--- config.mk ---
export PLATFORM = sky130hd
export DESIGN_NAME = pipe_front_regs
export DESIGN_NICKNAME = d
export VERILOG_FILES = /design/src/rtl/pipe_pkg.sv /design/src/rtl/pipe_reg_en_clr.sv /design/src/rtl/pipe_front_regs.sv
export SDC_FILE = /design/constraint.sdc
export NUM_CORES = 1
export LEC_CHECK = 0
export CELL_PAD_IN_SITES_DETAIL_PLACEMENT = 1
export CELL_PAD_IN_SITES_GLOBAL_PLACEMENT = 1
export CORE_AREA = 2 2 238 240
export CTS_BUF_LIST = sky130_fd_sc_hd__clkbuf_4 sky130_fd_sc_hd__clkbuf_8 sky130_fd_sc_hd__clkbuf_16
export CTS_CLUSTER_DIAMETER = 80
export DETAILED_ROUTE_END_ITERATION = 8
export DIE_AREA = 0 0 240 242
export GPL_TIMING_DRIVEN = 0
export PLACE_DENSITY_LB_ADDON = 0.1
export SLEW_MARGIN = 20
export SYNTH_ARGS = -nofsm -noshare
export SYNTH_HDL_FRONTEND = slang
export SYNTH_HIERARCHICAL = 1
export SYNTH_SLANG_ARGS = --single-unit
--- constraint.sdc ---
create_clock -name clk -period 6.33 [get_ports clk]
set_clock_uncertainty 0.1 [all_clocks]
set_input_delay 1.266 -clock clk [delete_from_list [all_inputs] [get_ports clk]]
set_output_delay 1.266 -clock clk [all_outputs]
set_load 0.02 [all_outputs]
--- src/rtl/pipe_pkg.sv ---
// Shared constants for the pipeline front registers: the NOP encoding, the reset PC,
// and the layout of the decoded control bundle.
package pipe_pkg;

  localparam int          CTRL_W    = 12;
  localparam logic [31:0] RESET_PC  = 32'h0000_0000;
  localparam logic [31:0] NOP_INSTR = 32'h0000_0013;  // addi x0,x0,0

  // Control-bundle bit positions
  localparam int CTRL_RESULTSRC0 = 0;
  localparam int CTRL_REGWRITE   = 1;
  localparam int CTRL_MEMWRITE   = 2;
  localparam int CTRL_BRANCH     = 3;
  localparam int CTRL_JUMP       = 4;
  localparam int CTRL_ALUSRC     = 5;
  localparam int CTRL_ALUCTL_LO  = 6;
  localparam int CTRL_ALUCTL_HI  = 8;

endpackage

--- src/rtl/pipe_reg_en_clr.sv ---
// Pipeline register with async reset, synchronous clear (wins over enable) and load enable.
// Clear loads the same value as reset, so a flushed stage looks exactly like a reset one.
module pipe_reg_en_clr #(
  parameter int               WIDTH     = 32,
  parameter logic [WIDTH-1:0] RESET_VAL = '0
) (
  input  logic             clk,
  input  logic             reset,
  input  logic             en,
  input  logic             clr,
  input  logic [WIDTH-1:0] d,
  output logic [WIDTH-1:0] q
);

  always_ff @(posedge clk or posedge reset) begin
    if (reset)    q <= RESET_VAL;
    else if (clr) q <= RESET_VAL;
    else if (en)  q <= d;
  end

endmodule

--- src/rtl/pipe_front_regs.sv ---
// PC, IF/ID and ID/EX registers of the RV32I pipeline, driven by the hazard unit's stall/flush.
// Optional stall/flush performance counters are built when PIPE_PERF_CNT_EN is defined.
module pipe_front_regs #(
  parameter int          XLEN     = 32,
  parameter int          CTRL_W   = pipe_pkg::CTRL_W,
  parameter logic [31:0] RESET_PC = pipe_pkg::RESET_PC
) (
  input  logic              clk,
  input  logic              reset,
  input  logic              StallF,
  input  logic              StallD,
  input  logic              FlushD,
  input  logic              FlushE,
  input  logic [XLEN-1:0]   PCNextF,
  output logic [XLEN-1:0]   PCF,
  input  logic [31:0]       InstrF,
  input  logic [XLEN-1:0]   PCPlus4F,
  output logic [31:0]       InstrD,
  output logic [XLEN-1:0]   PCD,
  output logic [XLEN-1:0]   PCPlus4D,
  output logic              ValidD,
  input  logic [XLEN-1:0]   RD1D,
  input  logic [XLEN-1:0]   RD2D,
  input  logic [XLEN-1:0]   ImmExtD,
  input  logic [4:0]        Rs1D,
  input  logic [4:0]        Rs2D,
  input  logic [4:0]        RdD,
  input  logic [CTRL_W-1:0] CtrlD,
  output logic [XLEN-1:0]   RD1E,
  output logic [XLEN-1:0]   RD2E,
  output logic [XLEN-1:0]   ImmExtE,
  output logic [XLEN-1:0]   PCE,
  output logic [XLEN-1:0]   PCPlus4E,
  output logic [4:0]        Rs1E,
  output logic [4:0]        Rs2E,
  output logic [4:0]        RdE,
  output logic [CTRL_W-1:0] CtrlE,
  output logic              ResultSrcE0,
  output logic              ValidE,
  output logic [31:0]       StallCnt,
  output logic [31:0]       FlushCnt
);
  import pipe_pkg::*;

  localparam int IFID_W = 32 + 2*XLEN + 1;
  localparam int IDEX_W = CTRL_W + 5*XLEN + 15 + 1;
  localparam logic [XLEN-1:0]   PC_RST   = RESET_PC[XLEN-1:0];
  localparam logic [IFID_W-1:0] IFID_RST = {NOP_INSTR, {(2*XLEN+1){1'b0}}};

  logic [IFID_W-1:0] ifidQ;
  logic [IDEX_W-1:0] idexQ;

  pipe_reg_en_clr #(.WIDTH(XLEN), .RESET_VAL(PC_RST)) uPc (
    .clk(clk), .reset(reset), .en(!StallF), .clr(1'b0), .d(PCNextF), .q(PCF)
  );

  // A bubble in IF/ID carries NOP so downstream decode sees a harmless instruction
  pipe_reg_en_clr #(.WIDTH(IFID_W), .RESET_VAL(IFID_RST)) uIfId (
    .clk(clk), .reset(reset), .en(!StallD), .clr(FlushD),
    .d({InstrF, PCF, PCPlus4F, 1'b1}), .q(ifidQ)
  );
  assign {InstrD, PCD, PCPlus4D, ValidD} = ifidQ;

  pipe_reg_en_clr #(.WIDTH(IDEX_W), .RESET_VAL('0)) uIdEx (
    .clk(clk), .reset(reset), .en(1'b1), .clr(FlushE),
    .d({CtrlD, RD1D, RD2D, ImmExtD, PCD, PCPlus4D, Rs1D, Rs2D, RdD, ValidD}), .q(idexQ)
  );
  assign {CtrlE, RD1E, RD2E, ImmExtE, PCE, PCPlus4E, Rs1E, Rs2E, RdE, ValidE} = idexQ;
  assign ResultSrcE0 = CtrlE[CTRL_RESULTSRC0];

`ifdef PIPE_PERF_CNT_EN
  // Flushes coinciding with a stall are load-use bubbles, already counted as stalls
  always_ff @(posedge clk or posedge reset) begin
    if (reset) begin
      StallCnt <= '0;
      FlushCnt <= '0;
    end else begin
      if (StallD)            StallCnt <= StallCnt + 32'd1;
      if (FlushE && !StallD) FlushCnt <= FlushCnt + 32'd1;
    end
  end
`else
  assign StallCnt = '0;
  assign FlushCnt = '0;
`endif

endmodule

==> flow_metrics.tcl <==
set metrics [dict create \
    fillCellCount 6113 \
    critPathTopFamily "buffers and inverters" \
    worstSetupStartpointType "flip-flop" \
    netlist_area_mm2 0.0134 \
    hpwl_um 40600 \
    tritoncts "built" \
    clk_pin_slew_ps 60 \
    syn_inst 1094 \
    p_sw_share_pct 26.6 \
    yosysSeqAreaShare_pct 59.4 \
    period_share_pct 48.7 \
    cp_num_buf_inv 1 \
    max_freq_mhz 324 \
    grt_max_degree 65 \
    antenna_found_initial 13 \
    grt_pass1_vias 11400 \
    synthTopCellsByArea "dfrtp_1 (59%), mux2i_1 (24%), nor2_1 (8.8%)" \
    gp_congestion 0.767 \
    intPower_w 0.00405 \
    cp_slowest_cell "clkdlybuf4s50_1" \
    ys.flop_type "dfrtp_1" \
    r2r_end "uIfId/q[65]$_DFFE_PP1P_" \
    required_ps 4960 \
    cpPeakStageDelay_ps 610 \
    comb_power_share_pct 16.7 \
    setup_tns_ps 0 \
    report.final.slew_viol_count 0 \
    fp.dieW_um 240 \
    fin_util_pct 38.8 \
    ioPinCount 607 \
    r2r_start "uIfId/q[65]$_DFFE_PP1P_" \
    cts_hold_buf 0 \
    synth_edf_count 0 \
    async_flop_share_pct 100 \
    track_usage_pct 18.1 \
    path_cells "clkdlybuf4s50_1" \
    power.leakage_nw 10.4 \
    netlist_top_cells_count "dfrtp_1 (314), mux2i_1 (314), nor2_1 (314)" \
    pwr-share-seq_pct 39.7 \
    worstHoldStart "uIfId/q[94]$_DFFE_PP0P_" \
    cts_buffers 41 \
    vias_per_cell 4.05 \
    detail-route-antenna-nets 0 \
    grt_overflow 0 \
    yosysTopAreaCellShare_pct 58.8 \
    reg2reg_depth 2 \
    clk_latency_ps 560 \
    max_slew_margin_pct 49.8 \
    whs_endpoint "uIfId/q[94]$_DFFE_PP0P_" \
    status "finished, final reports clean" \
    cts_root_buffer "clkbuf_16" \
    clkPwrFrac_pct 43.6 \
    drt_iter0_drc 367 \
    synth_top_area_cell "dfrtp_1" \
    ir_drop_uv 175 \
    fin_nets 1980 \
    clock-sinks 317 \
    wl_per_cell_um 20.9 \
    hold_violations 0 \
    ys_types 15 \
    start_util_pct 24.0 \
    grt_pass1_wl_um 78000 \
    setup_viol 0 \
    firstDrtPassIters 4 \
    yosysWarningCount 6 \
    layout-drive-gt1-share_pct 11.5 \
    clockBufferDepth 3 \
    hp-class "flip-flop to flip-flop" \
    synth-seq-cells 317 \
    io_buffers 540 \
    grt_setup_unrepaired "no" \
    end_kind "primary output" \
    cts-resized-gates 0 \
    ctsHtreeMaxLevel 2 \
    drv_cap 0 \
    core_mm2 0.0557 \
    rows 87 \
    syn_avg_cell_area_um2 12.2 \
    hold_depth 2 \
    period_needed_ps 3080 \
    vias 10300 \
    wl_um 53200 \
    p_sw_w 0.00147 \
    postCtsSetupRepairBufs 0 \
    powerDensity_mw_per_mm2 255 \
    crit_type "flip-flop to primary output" \
    dieHeight_um 242 \
    ff2ff_setup_slack_ps 5390 \
    dieArea_mm2 0.0581 \
    path_max_fanout 2 \
    worst_pin_slew_ps 752 \
    drc 0 \
    synthToLayoutAreaGrowth_pct 61.7 \
    arrival_ps 1720 \
]
cells by family (layout without fill, tap and decap cells):
kind of cell           count (synthesis)  after routing  share of synthesized area [%]
other                                  2             76                         0.0562
multiplexers                         314            314                           23.5
flip-flops                           317            317                           59.4
AO/OA/AOI/OAI                          3              3                          0.197
AND/OR/NAND/NOR                      317            317                           8.96
buffers and inverters                141            765                           7.88
layout make-up:
type	instances	area [um2]	area share [%]
antenna	5	12.5	0.0579
buffer	136	1030	4.79
clock buffer	65	1270	5.90
clock inverter	10	129	0.596
inverter	5	27.5	0.127
multi-input combinational	705	4630	21.4
sequential	317	7940	36.7
tap	756	946	4.38
timing repair buffer	549	5620	26.0
worst max-delay path by stage:
stage	startpoint	end	slack, ps	cells after the start
after floorplan	reset	uIfId/q[0]$_DFFE_PP0P_	2440	1
after global placement	reset	uIfId/q[3]$_DFFE_PP0P_	2	2
after detailed placement	reset	uIdEx/q[133]$_DFFE_PP0P_	2970	7
after CTS	uIfId/q[65]$_DFFE_PP1P_	InstrD[0]	3180	1
after global routing	uIfId/q[65]$_DFFE_PP1P_	InstrD[0]	3180	1
final	uIfId/q[65]$_DFFE_PP1P_	InstrD[0]	3250	1
layout by cell type, fill, tap and decap left out, types with 4 or more instances in the layout:
master             n
clkinv_2           4
buf_4             80
clkbuf_1          16
clkbuf_16         41
clkbuf_8          11
buf_1              4
buf_12             8
nor2_1           314
clkbuf_4          13
buf_16             4
diode_2            5
buf_2             14
clkdlybuf4s50_1  540
buf_6             15
conb_1            71
dfrtp_1          314
mux2i_1          314
buf_8              4
state kept, by name, summed over array words and instances (netlist names):
name and cells:
uPc/q 32, uIdEx/q 188, uIfId/q 97
routing by layer:
layer / part of all wire [%] / GRT usage (%) / vias to the layer above
met1: 38 / 20.1 / 5091
met2: 50 / 31.5 / 336
li1: - / - / 4798
met5: 0.22 / 0 / -
met3: 9.4 / 7.59 / 80
met4: 2.3 / 5.26 / 16
power by group through the flow:
stage | registers, W | logic [W] | clock network (W)
floorplan | 0.00234 | 0.000338 | 0
global placement | 0.00222 | 0.000898 | 0
detailed placement | 0.00223 | 0.000920 | 0
CTS | 0.00219 | 0.000924 | 0.00250
global route | 0.00220 | 0.000988 | 0.00258
finish | 0.00219 | 0.000921 | 0.00240
metrics by stage:
stage,std cells,hold WS [ps],total power (W),setup WS (ps),area (um2)
2_1_floorplan,1163,530,0.00267,2440,13600
3_3_place_gp,2459,402,0.00312,1.82,20000
3_5_place_dp,2468,411,0.00315,2970,20200
4_1_cts,2543,427,0.00562,3180,21600
5_1_grt,2543,452,0.00577,3180,21600
6_report,2548,417,0.00552,3250,21600
Power figures use the tool's default switching activity.
